$ cat config.mk
export PLATFORM = sky130hd
export DESIGN_NAME = block_scheduler
export DESIGN_NICKNAME = d
export VERILOG_FILES = /design/src/rtl/block_scheduler.sv
export SDC_FILE = /design/constraint.sdc
export NUM_CORES = 1
export LEC_CHECK = 0
export ABC_AREA = 1
export BUFFER_PORTS_ARGS = -buffer_cell sky130_fd_sc_hd__buf_2
export CORE_MARGIN = 1
export CORE_UTILIZATION = 30
export CTS_CLUSTER_DIAMETER = 100
export DETAILED_ROUTE_END_ITERATION = 8
export PLACE_DENSITY = 0.49
export SYNTH_ARGS = -nofsm -noshare
export SYNTH_HDL_FRONTEND = slang
export SYNTH_SLANG_ARGS = --single-unit
$ cat constraint.sdc
create_clock -name in_clk -period 6.8 [get_ports in_clk]
set_input_delay 0.68 -clock in_clk [delete_from_list [all_inputs] [get_ports in_clk]]
set_output_delay 0.68 -clock in_clk [all_outputs]
set_load 0.01 [all_outputs]
$ cat src/rtl/block_scheduler.sv
// Job dispatcher: walks an R x C grid of block index pairs row-major and hands each
// pair to an idle processing unit chosen round-robin, tracking completions and status.
module block_scheduler #(
   parameter int unsigned NUM_PU       = 4,
   parameter int unsigned INDEX_WIDTH  = 8,
   parameter int unsigned STATUS_WIDTH = 32
) (
   input  logic                       in_clk,
   input  logic                       in_reset,
   input  logic                       in_start,
   input  logic [INDEX_WIDTH-1:0]     in_row_blocks,
   input  logic [INDEX_WIDTH-1:0]     in_col_blocks,
   input  logic [NUM_PU-1:0]          in_req,
   input  logic [NUM_PU-1:0]          in_ack,
   input  logic [NUM_PU-1:0]          in_done,
   output logic [INDEX_WIDTH-1:0]     out_row_index,
   output logic [INDEX_WIDTH-1:0]     out_col_index,
   output logic [NUM_PU-1:0]          out_index_valid,
   output logic                       out_busy,
   output logic                       out_finish,
   output logic                       out_status_we,
   output logic [STATUS_WIDTH-1:0]    out_status,
   output logic [2*INDEX_WIDTH-1:0]   out_jobs_done
);

   localparam int unsigned PTR_W = (NUM_PU > 1) ? $clog2(NUM_PU) : 1;
   localparam int unsigned CNT_W = 2 * INDEX_WIDTH;

   typedef enum logic [2:0] {
      S_IDLE,
      S_DISPATCH,
      S_WAIT_ACK,
      S_DRAIN,
      S_FINISH
   } state_t;

   state_t                 state;
   logic [PTR_W-1:0]       rr_ptr;
   logic [PTR_W-1:0]       grant;
   logic [NUM_PU-1:0]      pu_busy;
   logic [INDEX_WIDTH-1:0] row_blocks;
   logic [INDEX_WIDTH-1:0] col_blocks;
   logic [INDEX_WIDTH-1:0] row_idx;
   logic [INDEX_WIDTH-1:0] col_idx;
   logic [CNT_W-1:0]       total;
   logic                   error;

   logic [NUM_PU-1:0]      cand;
   logic                   cand_any;
   logic [PTR_W-1:0]       cand_idx;
   logic [PTR_W-1:0]       pos;
   logic [NUM_PU-1:0]      done_hit;
   logic [NUM_PU-1:0]      done_stray;
   logic [CNT_W-1:0]       done_cnt;
   logic                   acked;
   logic [NUM_PU-1:0]      ack_set;
   logic [PTR_W-1:0]       ptr_next;
   logic                   last_col;
   logic                   last_row;

   function automatic logic [STATUS_WIDTH-1:0] pack_status(input logic busy, input logic done,
                                                           input logic err,
                                                           input logic [CNT_W-1:0] jobs);
      logic [15:0] jobs16;
      jobs16 = 16'(jobs);
      return STATUS_WIDTH'({jobs16, 13'b0, err, done, busy});
   endfunction

   // Round-robin pick, completion accounting and grid-walk helpers.
   always_comb begin
      cand     = in_req & ~pu_busy;
      cand_any = 1'b0;
      cand_idx = '0;
      pos      = '0;
      for (int i = 0; i < int'(NUM_PU); i++) begin
         pos = PTR_W'((int'(rr_ptr) + i) % int'(NUM_PU));
         if (!cand_any && cand[pos]) begin
            cand_any = 1'b1;
            cand_idx = pos;
         end
      end

      done_hit   = in_done & pu_busy;
      done_stray = in_done & ~pu_busy;
      done_cnt   = '0;
      for (int k = 0; k < int'(NUM_PU); k++) begin
         done_cnt = done_cnt + CNT_W'(done_hit[k]);
      end

      acked    = in_ack[grant];
      ack_set  = (state == S_WAIT_ACK && acked) ? (NUM_PU'(1) << grant) : '0;
      ptr_next = (grant == PTR_W'(NUM_PU - 1)) ? '0 : grant + PTR_W'(1);
      last_col = (col_idx == col_blocks - INDEX_WIDTH'(1));
      last_row = (row_idx == row_blocks - INDEX_WIDTH'(1));
   end

   always_ff @(posedge in_clk) begin
      if (in_reset) begin
         state           <= S_IDLE;
         rr_ptr          <= '0;
         grant           <= '0;
         pu_busy         <= '0;
         row_blocks      <= '0;
         col_blocks      <= '0;
         row_idx         <= '0;
         col_idx         <= '0;
         total           <= '0;
         error           <= 1'b0;
         out_row_index   <= '0;
         out_col_index   <= '0;
         out_index_valid <= '0;
         out_busy        <= 1'b0;
         out_finish      <= 1'b0;
         out_status_we   <= 1'b0;
         out_status      <= '0;
         out_jobs_done   <= '0;
      end else begin
         out_finish    <= 1'b0;
         out_status_we <= 1'b0;
         // A done from the unit being acked this edge targets no job: busy still sets.
         pu_busy       <= (pu_busy & ~done_hit) | ack_set;
         out_jobs_done <= out_jobs_done + done_cnt;
         error         <= error | (|done_stray);

         case (state)
            S_IDLE: begin
               if (in_start) begin
                  row_blocks    <= in_row_blocks;
                  col_blocks    <= in_col_blocks;
                  total         <= CNT_W'(in_row_blocks) * CNT_W'(in_col_blocks);
                  row_idx       <= '0;
                  col_idx       <= '0;
                  out_jobs_done <= '0;
                  error         <= 1'b0;
                  out_busy      <= 1'b1;
                  out_status_we <= 1'b1;
                  out_status    <= pack_status(1'b1, 1'b0, 1'b0, '0);
                  state         <= (in_row_blocks == '0 || in_col_blocks == '0) ? S_FINISH
                                                                                 : S_DISPATCH;
               end
            end

            S_DISPATCH: begin
               if (cand_any) begin
                  grant           <= cand_idx;
                  out_index_valid <= NUM_PU'(1) << cand_idx;
                  out_row_index   <= row_idx;
                  out_col_index   <= col_idx;
                  state           <= S_WAIT_ACK;
               end
            end

            S_WAIT_ACK: begin
               if (acked) begin
                  out_index_valid <= '0;
                  rr_ptr          <= ptr_next;
                  if (last_col) begin
                     col_idx <= '0;
                     row_idx <= row_idx + INDEX_WIDTH'(1);
                  end else begin
                     col_idx <= col_idx + INDEX_WIDTH'(1);
                  end
                  state <= (last_row && last_col) ? S_DRAIN : S_DISPATCH;
               end
            end

            S_DRAIN: begin
               if (out_jobs_done == total) begin
                  state <= S_FINISH;
               end
            end

            S_FINISH: begin
               out_finish    <= 1'b1;
               out_status_we <= 1'b1;
               out_status    <= pack_status(1'b0, 1'b1, error, out_jobs_done);
               out_busy      <= 1'b0;
               state         <= S_IDLE;
            end

            default: state <= S_IDLE;
         endcase
      end
   end

endmodule

# Word-level counts from Yosys, hierarchy flattened
# Cells that the tools add are included.
# word_totals
reg_bits,131
latchBits,0
ramBits,0
romBits,0
out_inout_bits,71
wordCells,131
mem_count,0
# classes
addsub,12
mul,1
div_mod_pow,0
n_lt_le_gt_ge,5
eq_ne,13
shift,2
muxes,48
bitwise_logic,8
n_reduce_logical,24
# ops
op,count
$pmux W32 S2,1
$mux W8,5
$mux W16,2
$mux W32,1
$pmux W8 S2,2
$add A16 B4 Y16,1
$add A8 B1 Y8 const B,2
$and A4 B4 Y4,4
$eq A16 B16 Y1,1
$eq A8 B8 Y1,2
$logic_not A8 Y1,2
$mul A8 B8 Y16,1
$sub A8 B1 Y8 const B,2
$lt A2 B3 Y1 const B,5
$mux W3,5
$mux W1,14
$mux W2,6
$mux W4,3
$pmux W3 S4,1
$bmux W1 S2,5
$ne A2 B2 Y1 const B,5
$not A4 Y4,2
$pmux W4 S2,1
$reduce_and A2 Y1,4
21 further kinds,36

# Depth between registers and ports, before layout
# logic_depth
depth_word,17
mapped_depth,22
mapped_depth_nobuf,21

# Worst setup path after synthesis
# OpenSTA, ideal clock, no wires.
# synth_timing
path_kind,in2reg
start,in in_col_blocks[7]
end,reg total[11]
setup_time_ns,0.115
t_arrival_ns,4.503
path_slack_ns,2.181
cell_stages,19
path_buffers,1
cell_sequence,clkbuf_1 nand2_1 fa_1 fa_1 inv_1 fa_1 inv_1 fa_1 inv_1 ha_1 nand2_1 o21ai_0 nor2_1 nor2_1 o21ai_0 nand3_1 nand2_1 o21ai_0 inv_1
# synth_between
elab_chain_len,1
# synth_rtl
item,line,source
from (decl),12,"input logic [INDEX_WIDTH-1:0] in_col_blocks,"
$mul A8 B8 Y16,130,total <= CNT_W'(in_row_blocks) * CNT_W'(in_col_blocks);
to (signal assigned),130,
to (decl),45,logic [CNT_W-1:0] total;
# Every way passes these cells.
# A chain may end at the register's enable or synchronous reset.

# Worst setup path after layout
# Ends and elaborated chain as after synthesis.

==> reports/summary.txt <==
power per standard cell area - 304 nW/um^2
post-CTS sizing - 0
Max Clk Rate - 228 MHz
Setup Skew - 10.0 ps
core area - 26200 um^2
Post-Syn Instances - 1148
Seq/Total Area, Yosys - 29.1%
top_reg_cell synth - dfxtp_1
Iteration-0 DRC Markers - 363
largest net degree at the start of global routing - 47
post-layout minimum cycle time - 4380 ps
number of setup violations in the final report - 0
Maximum Capacitance Violations - 0
Post-synth EDFFs - 0
Tcrit/Tclk final - 64.4%
CTS tree - done
aggregate global-route resource usage - 16.8%
cells on worst reg2reg path - 15
post-CTS setup buffers - 0
initial antenna violation count - 0
root buffer cell - clkbuf_16
top cell type's share of synthesized area - 29.1%
Sw Ratio - 35.4%
first-pass GRT wire length - 37.0 mm
Ys Warns - 0
failing checks - DRC
final instance area - 9390 um^2
Inserted Clock Buffers - 17
Total Wirelength - 21.9 mm
Area Growth Syn to Fin - 16.5%
hold endpoint - out_status[1]
Synth Area per Inst - 7.02 um^2
area leader, netlist - dfxtp_1
slew of the pin with the lowest slew margin - 1050 ps
Remaining Overflow, GRT - 0
Peak VDD IR - 0.137 mV
DPL Wire Length - 16.9 mm
r2r startpoint - pu_busy[0]
Sink Count - 117
WL/cell - 14.0 um
vias per std cell - 4.60
Die X-Extent - 166 um
R2R Setup Slk - 3850 ps
status - finished with violations
path category of the worst min-delay check - flop to flop
CP Class - input pin to flop
Placed Area - 8680 um^2
drt first pass iters - 9
Worst Setup End Kind - flop
most area-consuming cells after synthesis - dfxtp_1 29%, nand2_1 12%, fa_1 9.7%
PortBufs - 88
Final GP Congestion - 0.848
relative slew slack - 29.7%
Pleak - 0.00472 uW
clock group share of total power - 38.2%
total power - 2850 uW
worst path required time - 7110 ps
Final nets - 1330
TNS Setup - 0 ps
# rows - 59
H-tree levels - 4
Comb power frac - 33.1%
asr flop ratio synth - 0%
antenna-violating nets left - 0
IO Pins - 102
Min Hold Slack - 454 ps
Post-synth top cells - 260 x nand2_1, 196 x inv_1, 117 x dfxtp_1
P_sw - 1010 uW
register bit total from synthesis - 117
reg-to-reg endpoint - out_jobs_done[12]
CTS Hold Bufs - 0
Clk pin slew, worst setup/hold paths - 60 ps
Die H - 166 um
Starting Density - 30.8%
CP Launch Type - input pin
diode count - 0
pins over their slew limit - 0
via count of the first global-routing pass - 7211
clock buffer depth - 2
final hold vios - 0
sequential share of power - 28.7%
worst hold stages - 2
critical path arrival - 4690 ps
Mapped Area - 8060 um^2
DRC errors left - 5
P_int - 1840 uW
HP Start - out_status[1]
crit path max fanout - 10
die footprint - 27500 um^2
most frequent cell after synthesis - nand2_1
Clock Latency Late Sink - 430 ps
vias post-DR - 7194
share of cells above drive strength 1 - 12.9%
Synth cell types - 46
RSZ-0062 raised after global routing - false
worst max-delay path: stages:
cell and delay, ps:
buf_2 200, nand2_1 110, fa_1 520, fa_1 540, inv_1 50, fa_1 530
inv_1 60, fa_1 540, inv_1 50, ha_1 330, nand2_1 110, o21ai_0 320
nor2_1 80, nor2_1 120, o21ai_0 120, nand3_1 90, nand2_1 40, o21ai_0 150
inv_1 50
placed cells by master (no fill, tap or decap), types with 39 or more instances in the layout:
cell,instances
nand2_1,260
inv_1,196
dfxtp_1,117
buf_2,88
nor2_1,87
nand3_1,75
a21oi_1,74
o21ai_0,72
ha_1,45
fa_1,39
worst max path at each step:
stage	slack [ps]	to	cells after the start	start
floorplan	2180	total[11]	19	in_col_blocks[7]
global placement	1990	total[11]	19	in_col_blocks[7]
detailed placement	2000	total[11]	19	in_col_blocks[7]
CTS	2420	total[11]	19	in_col_blocks[7]
global route	2110	total[11]	19	in_col_blocks[7]
finish	2420	total[11]	19	in_col_blocks[7]
area by class of cell:
type	count	area [um^2]
tap	335	419
clock buffer	20	457
inverter	206	778
clock inverter	12	249
sequential	117	2340
timing repair buffer	88	440
multi-input combinational	785	4700
fill	2794	16800
logic make-up after synthesis:
kind of cell | count (synthesis) | synth area share (%)
flip-flops | 117 | 29.1
XOR/XNOR | 26 | 2.83
AND/OR/NAND/NOR | 481 | 25.8
buffers and inverters | 258 | 13.2
AO/OA/AOI/OAI | 181 | 12.4
other | 1 | 0.0465
adder cells (fa/ha/maj) | 84 | 16.7
stage by stage:
step | setup slack, ps | util [%] | std cells
finish | 2420 | 35.8 | 1563
floorplan | 2180 | - | 1160
global route | 2110 | 35.8 | 1563
global placement | 1990 | 33.1 | 1531
CTS | 2420 | 35.8 | 1563
detailed placement | 2000 | 33.1 | 1531
layer usage:
metal	vias to the layer above	GRT usage, %	share of wire (%)
met5	-	0	0
met4	0	4.19	1.5
met3	20	3.69	3.8
met2	147	28.7	47
met1	3302	21.4	48
li1	3725	-	-
power groups by stage:
| stage | clock (uW) | sequential (uW) | combinational, uW |
|---|---|---|---|
| after global placement | 0 | 835 | 952 |
| after CTS | 1110 | 821 | 960 |
| after global routing | 1140 | 831 | 1110 |
| after floorplan | 0 | 829 | 726 |
| final | 1090 | 820 | 943 |
| after detailed placement | 0 | 835 | 952 |
sequential cells by signal, indices dropped and copies added (netlist names):
| register | count |
|---|---|
| row_blocks | 8 |
| col_blocks | 8 |
| rr_ptr | 2 |
| out_jobs_done | 16 |
| out_finish | 1 |
| state | 3 |
| total | 16 |
| col_idx | 8 |
| error | 1 |
| out_col_index | 8 |
| out_index_valid | 4 |
| out_status_we | 1 |
| out_status | 19 |
| pu_busy | 4 |
| out_row_index | 8 |
| grant | 2 |
| row_idx | 8 |
Power figures use the tool's default switching activity.
